### config.mk
export PLATFORM = sky130hd
export DESIGN_NAME = uart_tx_frame
export DESIGN_NICKNAME = d
export VERILOG_FILES = /design/src/rtl/uart_tx_frame.sv
export SDC_FILE = /design/constraint.sdc
export NUM_CORES = 1
export LEC_CHECK = 0
export ABC_AREA = 1
export BUFFER_PORTS_ARGS = -buffer_cell sky130_fd_sc_hd__buf_2
export CAP_MARGIN = 10
export CORE_ASPECT_RATIO = 0.5
export CORE_MARGIN = 3
export CORE_UTILIZATION = 25
export DETAILED_ROUTE_END_ITERATION = 16
export RECOVER_POWER = 25
export SLEW_MARGIN = 40
export SYNTH_ARGS = -nofsm -noshare
export SYNTH_HDL_FRONTEND = slang
export SYNTH_SLANG_ARGS = --single-unit
### constraint.sdc
create_clock -name clk -period 1.38 [get_ports clk]
set_input_delay 0.138 -clock clk [delete_from_list [all_inputs] [get_ports clk]]
set_output_delay 0.138 -clock clk [all_outputs]
set_load 0.01 [all_outputs]
### src/rtl/uart_tx_frame.sv
// uart_tx_frame: UART transmit framer, one bit per clk cycle.
//
// A byte is accepted with a single-cycle data_valid while busy is low. It is sent LSB first
// as a start bit (0), DATA_WIDTH data bits, an optional parity bit and one stop bit (1).
//
// Ports:
//   clk         bit-rate clock, rising edge
//   rst         synchronous active-high reset
//   p_data      parallel data, latched on the accept edge
//   data_valid  send request, ignored while busy
//   par_en      1 = append parity bit, latched on the accept edge
//   par_typ     0 = even, 1 = odd parity, latched on the accept edge
//   tx_out      registered serial line, idles high
//   busy        registered, high from the start bit through the stop bit
module uart_tx_frame #(
  parameter int unsigned DATA_WIDTH = 8
) (
  input  logic                  clk,
  input  logic                  rst,
  input  logic [DATA_WIDTH-1:0] p_data,
  input  logic                  data_valid,
  input  logic                  par_en,
  input  logic                  par_typ,
  output logic                  tx_out,
  output logic                  busy
);

  localparam int unsigned CntW = (DATA_WIDTH > 1) ? $clog2(DATA_WIDTH) : 1;
  localparam logic [CntW-1:0] CntLast = CntW'(DATA_WIDTH - 1);

  typedef enum logic [2:0] {
    StIdle,
    StStart,
    StData,
    StParity,
    StStop
  } state_e;

  state_e                state_q;
  logic [CntW-1:0]       cnt_q;
  logic [DATA_WIDTH-1:0] data_q;
  logic                  par_en_q;
  logic                  par_typ_q;
  logic                  tx_q;
  logic                  busy_q;

  logic [CntW-1:0] cnt_inc;
  logic            par_bit;

  always_comb begin
    cnt_inc = cnt_q + 1'b1;
    // Even parity makes the total number of ones even; odd inverts it.
    par_bit = (^data_q) ^ par_typ_q;
  end

  // tx_q and busy_q are loaded with the value belonging to the state being entered, so the
  // line shows each bit for exactly the cycle its state is active.
  always_ff @(posedge clk) begin
    if (rst) begin
      state_q   <= StIdle;
      cnt_q     <= '0;
      data_q    <= '0;
      par_en_q  <= 1'b0;
      par_typ_q <= 1'b0;
      tx_q      <= 1'b1;
      busy_q    <= 1'b0;
    end else begin
      unique case (state_q)
        StIdle: begin
          tx_q   <= 1'b1;
          busy_q <= 1'b0;
          if (data_valid) begin
            state_q   <= StStart;
            data_q    <= p_data;
            par_en_q  <= par_en;
            par_typ_q <= par_typ;
            cnt_q     <= '0;
            tx_q      <= 1'b0;
            busy_q    <= 1'b1;
          end
        end
        StStart: begin
          state_q <= StData;
          tx_q    <= data_q[0];
        end
        StData: begin
          if (cnt_q == CntLast) begin
            if (par_en_q) begin
              state_q <= StParity;
              tx_q    <= par_bit;
            end else begin
              state_q <= StStop;
              tx_q    <= 1'b1;
            end
          end else begin
            cnt_q <= cnt_inc;
            tx_q  <= data_q[cnt_inc];
          end
        end
        StParity: begin
          state_q <= StStop;
          tx_q    <= 1'b1;
        end
        StStop: begin
          // A request on this edge is dropped; it is picked up once back in idle.
          state_q <= StIdle;
          tx_q    <= 1'b1;
          busy_q  <= 1'b0;
        end
        default: begin
          state_q <= StIdle;
          tx_q    <= 1'b1;
          busy_q  <= 1'b0;
        end
      endcase
    end
  end

  assign tx_out = tx_q;
  assign busy   = busy_q;

endmodule
Word level (Yosys, flattened, before mapping)
Cells that the tools add are included.
Storage, ports and cells
  bits in latches: 0
  input port bits: 13
  RAM bits: 0
  bits in read-only memories: 0
  logic and storage cells: 39
  memories kept: 0
  register bits: 18
Operators by class
  equal/unequal tests: 7
  shift-type cells: 0
  bitwise operators: 1
  $lt $le $gt $ge: 1
  $mul: 0
  muxes and demuxes: 15
  reduce and logical (&&, ||, !) cells: 7
  div/mod/pow operators: 0
  add/sub/neg operators: 1
Operator list (number)
  $mux W3: 5
  $pmux W3 S4: 1
  $reduce_xor A8 Y1: 1
  $eq A3 B2 Y1 const B: 2
  $ne A2 B2 Y1 const B: 3
  $pmux W3 S2: 1
  $mux W1: 5
  $lt A3 B4 Y1 const B: 1
  $reduce_and A2 Y1: 2
  $add A3 B1 Y3 const B: 1
  $bmux W1 S3: 1
  $eq A3 B1 Y1 const B: 1
  $eq A3 B3 Y1 const B: 1
  $logic_not A3 Y1: 1
  $pmux W1 S3: 1
  $reduce_and A3 Y1: 1
  $reduce_or A3 Y1: 1
  $pmux W1 S2: 1
  $reduce_bool A2 Y1: 1
  $xor A1 B1 Y1: 1

Depth between registers and ports, before layout
  depth in word-level cells: 5
  mapped depth: 10
  depth with buffers taken out: 10

Worst setup path after synthesis
OpenSTA, ideal clock, no wires.
  path type: register -> register
  start point: reg cnt_q[0]
  end point: reg tx_q (netlist: tx_out)
  slack: 0.112 ns
  data arrival time: 1.208 ns
  required time: 1.320 ns
  clock period less this slack: 1.268 ns
  cell stages (with the launch flop): 7
  path through: dfxtp_1 -> ha_1 -> ha_1 -> nand3b_1 -> a31oi_1 -> nand2_1 -> nand2_1
Between the ends
  word-level cells in the longest chain between the ends: 5
  elaborated cells on any way between the ends: 6
  classes of those cells: add/sub: 1; eq/ne: 1; mux: 4
Ends and longest elaborated chain
  start, declared: line 40  | logic [CntW-1:0] cnt_q;
  start signal, assigned: line 96  | cnt_q <= cnt_inc;
  $add A3 B1 Y3: line 51  | cnt_inc = cnt_q + 1'b1;
  $bmux W1 S3: line 97  | tx_q <= data_q[cnt_inc];
  $mux W1 (implied by the code): line 97
  $mux W1 (*): line 87  | if (cnt_q == CntLast) begin
  $pmux W1 S3 (*): line 68  | unique case (state_q)
  end signal, assigned: line 84  | tx_q <= data_q[0];
  end signal, assigned: line 90  | tx_q <= par_bit;
  end signal, assigned: line 97
  end, declared: line 44  | logic tx_q;
Every way passes the cells marked *; elsewhere a longest branch is shown, timed or not. The select of a mux whose other input is x is not followed.
A chain may end at the register's enable or synchronous reset.

Worst setup path in the final report
  start point: reg state_q[0]
  end point: reg state_q[1]
Between the ends
  word-level cells in the longest chain between the ends: 3
  elaborated cells on any way between the ends: 8
  classes of those cells: eq/ne: 5; mux: 1; reduce/logical: 2
Ends and longest elaborated chain
  start, declared: line 39  | state_e state_q;
  start signal, assigned: line 60  | state_q <= StIdle;
  start signal, assigned: line 73  | state_q <= StStart;
  start signal, assigned: line 83  | state_q <= StData;
  $eq A3 B2 Y1 / $logic_not A3 Y1 (equally long branches): line 68
  $ne A2 B2 Y1 (no source line)
  $reduce_and A2 Y1 (no source line)
Parallel ways exist; a longest one is shown, timed or not.

==> impl_metrics.tcl <==
set metrics [dict create \
    status "complete, no violations" \
    drv_cap 0 \
    wl_um 2120 \
    fin_tns_setup_ps 0 \
    grt_pass1_vias 850 \
    ys_ff_latch 18 \
    fillers 406 \
    path_max_fanout 4 \
    reg2reg_slack_ps 90 \
    ff2ff_path_depth 7 \
    rr_startpoint "state_q[0]" \
    clkSinkCount 18 \
    synth_area_mm2 0.001001 \
    finalClockSkew_ps 5.014 \
    fmax_ghz 0.7728 \
    finalSetupViolCount 0 \
    dp_slack_ps 57.02 \
    final_cell_mix "nand2_1, dfxtp_1, inv_1, nand3_1, buf_2" \
    cp.required_ps 1510 \
    ys_types 21 \
    path_cells "or2_4 -> nor2_8 -> inv_1 -> nor2_2 -> inv_1 -> a21oi_2 -> nor2_1" \
    synth_fp_nets 157 \
    path_common_cell "inv_1" \
    setup_slack_ps 86.06 \
    fin_area_mm2 0.001222 \
    synth_warnings 0 \
    htreeDepth 1 \
    cts_root_buf "clkbuf_8" \
    antenna_found_initial 0 \
    cts_buffer_depth 2 \
    fp.dieH_um 50.75 \
    min-delay-path-class "in2reg" \
    drive_above_1_share_pct 22.84 \
    crit_path_end_kind "register" \
    die_x_um 95.49 \
    combPwrFrac_pct 50.7 \
    power.sequential.fraction_pct 33.6 \
    cts_buffers 3 \
    p_leak_uw 0.0005342 \
    critPathKind "reg2reg" \
    antenna_cells 0 \
    hold_viol_final 0 \
    nets 179 \
    dp.final_hpwl_um 1611 \
    power-per-cell-area_mw_per_mm2 1899 \
    routed_via_density 4.380 \
    grt_usage_pct 9.293 \
    die-area_mm2 0.004845 \
    numPortBuffers 14 \
    grt_max_degree 19 \
    cp_slowest_cell "dfxtp_1" \
    rsz0062_at_grt "false" \
    holdCritStartpoint "par_typ" \
    drc_errors 0 \
    overflow 0 \
    drv_slew 0 \
    ys_seq_area_share_pct 36.00 \
    core_mm2 0.003641 \
    max-vdd-ir-drop_v 0.0004528 \
    drtIter0Drc 51 \
    cts.reportedPaths.clkPinSlew_ps 70 \
    max_stage_delay_ps 310 \
    ant_nets 0 \
    ios 15 \
    cts_tree "yes" \
    regToRegEndpoint "state_q[1]" \
    fin_crit_sh_pct 93.76 \
    fin_crit_ps 1294 \
    start_kind "register" \
    grt_pass1_wl_um 3477 \
    worstHoldPathCells 3 \
    power_switching_uw 969.1 \
    start_util_pct 27.49 \
    dr.pass1.iters 6 \
    gp_congestion 0.7014 \
    routedWlPerCell_um 9.953 \
    synthCells 142 \
    maxSlewHeadroom_pct 73.28 \
    insertion_delay_ps 260 \
    worst_pin_slew_ps 400.8 \
    p_int_uw 1353 \
    syn_area_per_cell_um2 7.049 \
    final_common_cell "nand2_1" \
    via_count 933 \
    worstHoldEndpoint "par_typ_q" \
    placed_area_mm2 0.001146 \
    p_sw_share_pct 41.74 \
    rows 15 \
    pwr-share-clk_pct 15.7 \
    area_growth_pct 22.12 \
    worstPathArrival_ps 1420 \
]
[layout make-up]
class,instances,area (um2),area share [%]
sequential,18,360.3,29.48
tap,51,63.81,5.220
multi-input combinational,104,580.6,47.49
clock buffer,3,41.29,3.378
timing repair buffer,20,112.6,9.212
inverter,17,63.81,5.220
[what timing repair did]
action | in CTS | in global routing
buffers inserted | 0 | 2
endpoints found under the hold margin | 0 | 0
hold buffers | 0 | 0
resized for setup | 0 | 8
setup endpoints to repair | 0 | 6
[metrics by stage]
step	hold WS, ps	std cells	total power, uW	util [%]
after floorplan	302.3	142	1610	-
after global placement	416.3	208	1835	31.48
after detailed placement	422.2	208	1850	31.48
after CTS	155.4	211	2210	32.61
after global routing	163.7	213	2520	33.57
final	153.9	213	2322	33.57
[cell families after synthesis]
group	Yosys count	share of synthesized area [%]
DFF	18	36.00
AOI/OAI and AO/OA	19	14.62
xor gates and xnor gates	4	3.501
buffers and inverters	20	8.250
and+or+nand+nor	79	35.13
adders and majority gates	2	2.500
[metal layers]
metal  part of all wire [%]  vias up  wire [um]  track usage, %
li1                       -      496          -               -
met1                     50      426       1070           10.86
met2                     46       11        985           16.11
met3                    3.1        0         65           3.593
met4                      0        0          0           2.123
met5                      0        -          0               0
[synth_stat cells]
cell type / count / area share, %
dfxtp_1: 18 / 36
buf_6: 1 / 1.1
xnor2_1: 2 / 1.8
xor2_1: 2 / 1.8
inv_1: 17 / 6.4
a211oi_2: 6 / 7.5
a211oi_1: 2 / 1.5
or2_4: 1 / 0.88
nor3_1: 1 / 0.50
a31oi_1: 1 / 0.63
nor2_1: 12 / 4.5
nand3b_1: 1 / 0.75
nor4_1: 1 / 0.63
o21ai_0: 1 / 0.50
nand2_4: 1 / 1.1
nand3_1: 15 / 7.5
ha_1: 2 / 2.5
nand2_1: 46 / 17
a21oi_1: 9 / 4.5
clkbuf_1: 2 / 0.75
nor2_8: 1 / 2.0
[power by group through the flow]
stage	logic, uW	registers [uW]	clock network [uW]
finish	1180	780	365
global route	1320	802	396
CTS	1060	779	369
detailed placement	1060	791	0
global placement	1040	791	0
floorplan	813	798	0
[how the worst max path moves through the flow]
stage	start	end	slack, ps	depth (start not counted)
global placement	state_q[0]	cnt_q[1]	80	7
finish	state_q[0]	state_q[1]	90	7
CTS	state_q[0]	state_q[1]	50	7
floorplan	cnt_q[0]	tx_out	110	6
detailed placement	state_q[0]	state_q[1]	60	7
global route	cnt_q[0]	tx_out	3	6
[worst max-delay path, delay by kind of cell (launching register included)]
| kind | cells | cell delay [ps] |
|---|---|---|
| compound gates | 1 | 120 |
| buf+inv | 2 | 130 |
| flops | 1 | 310 |
| simple gates | 4 | 590 |
[state kept, by name, indices dropped and copies added, names as in the netlist]
name	count
data_q	8
cnt_q	3
state_q	3
busy	1
par_en_q	1
par_typ_q	1
tx_out	1
Power figures use the tool's default switching activity.
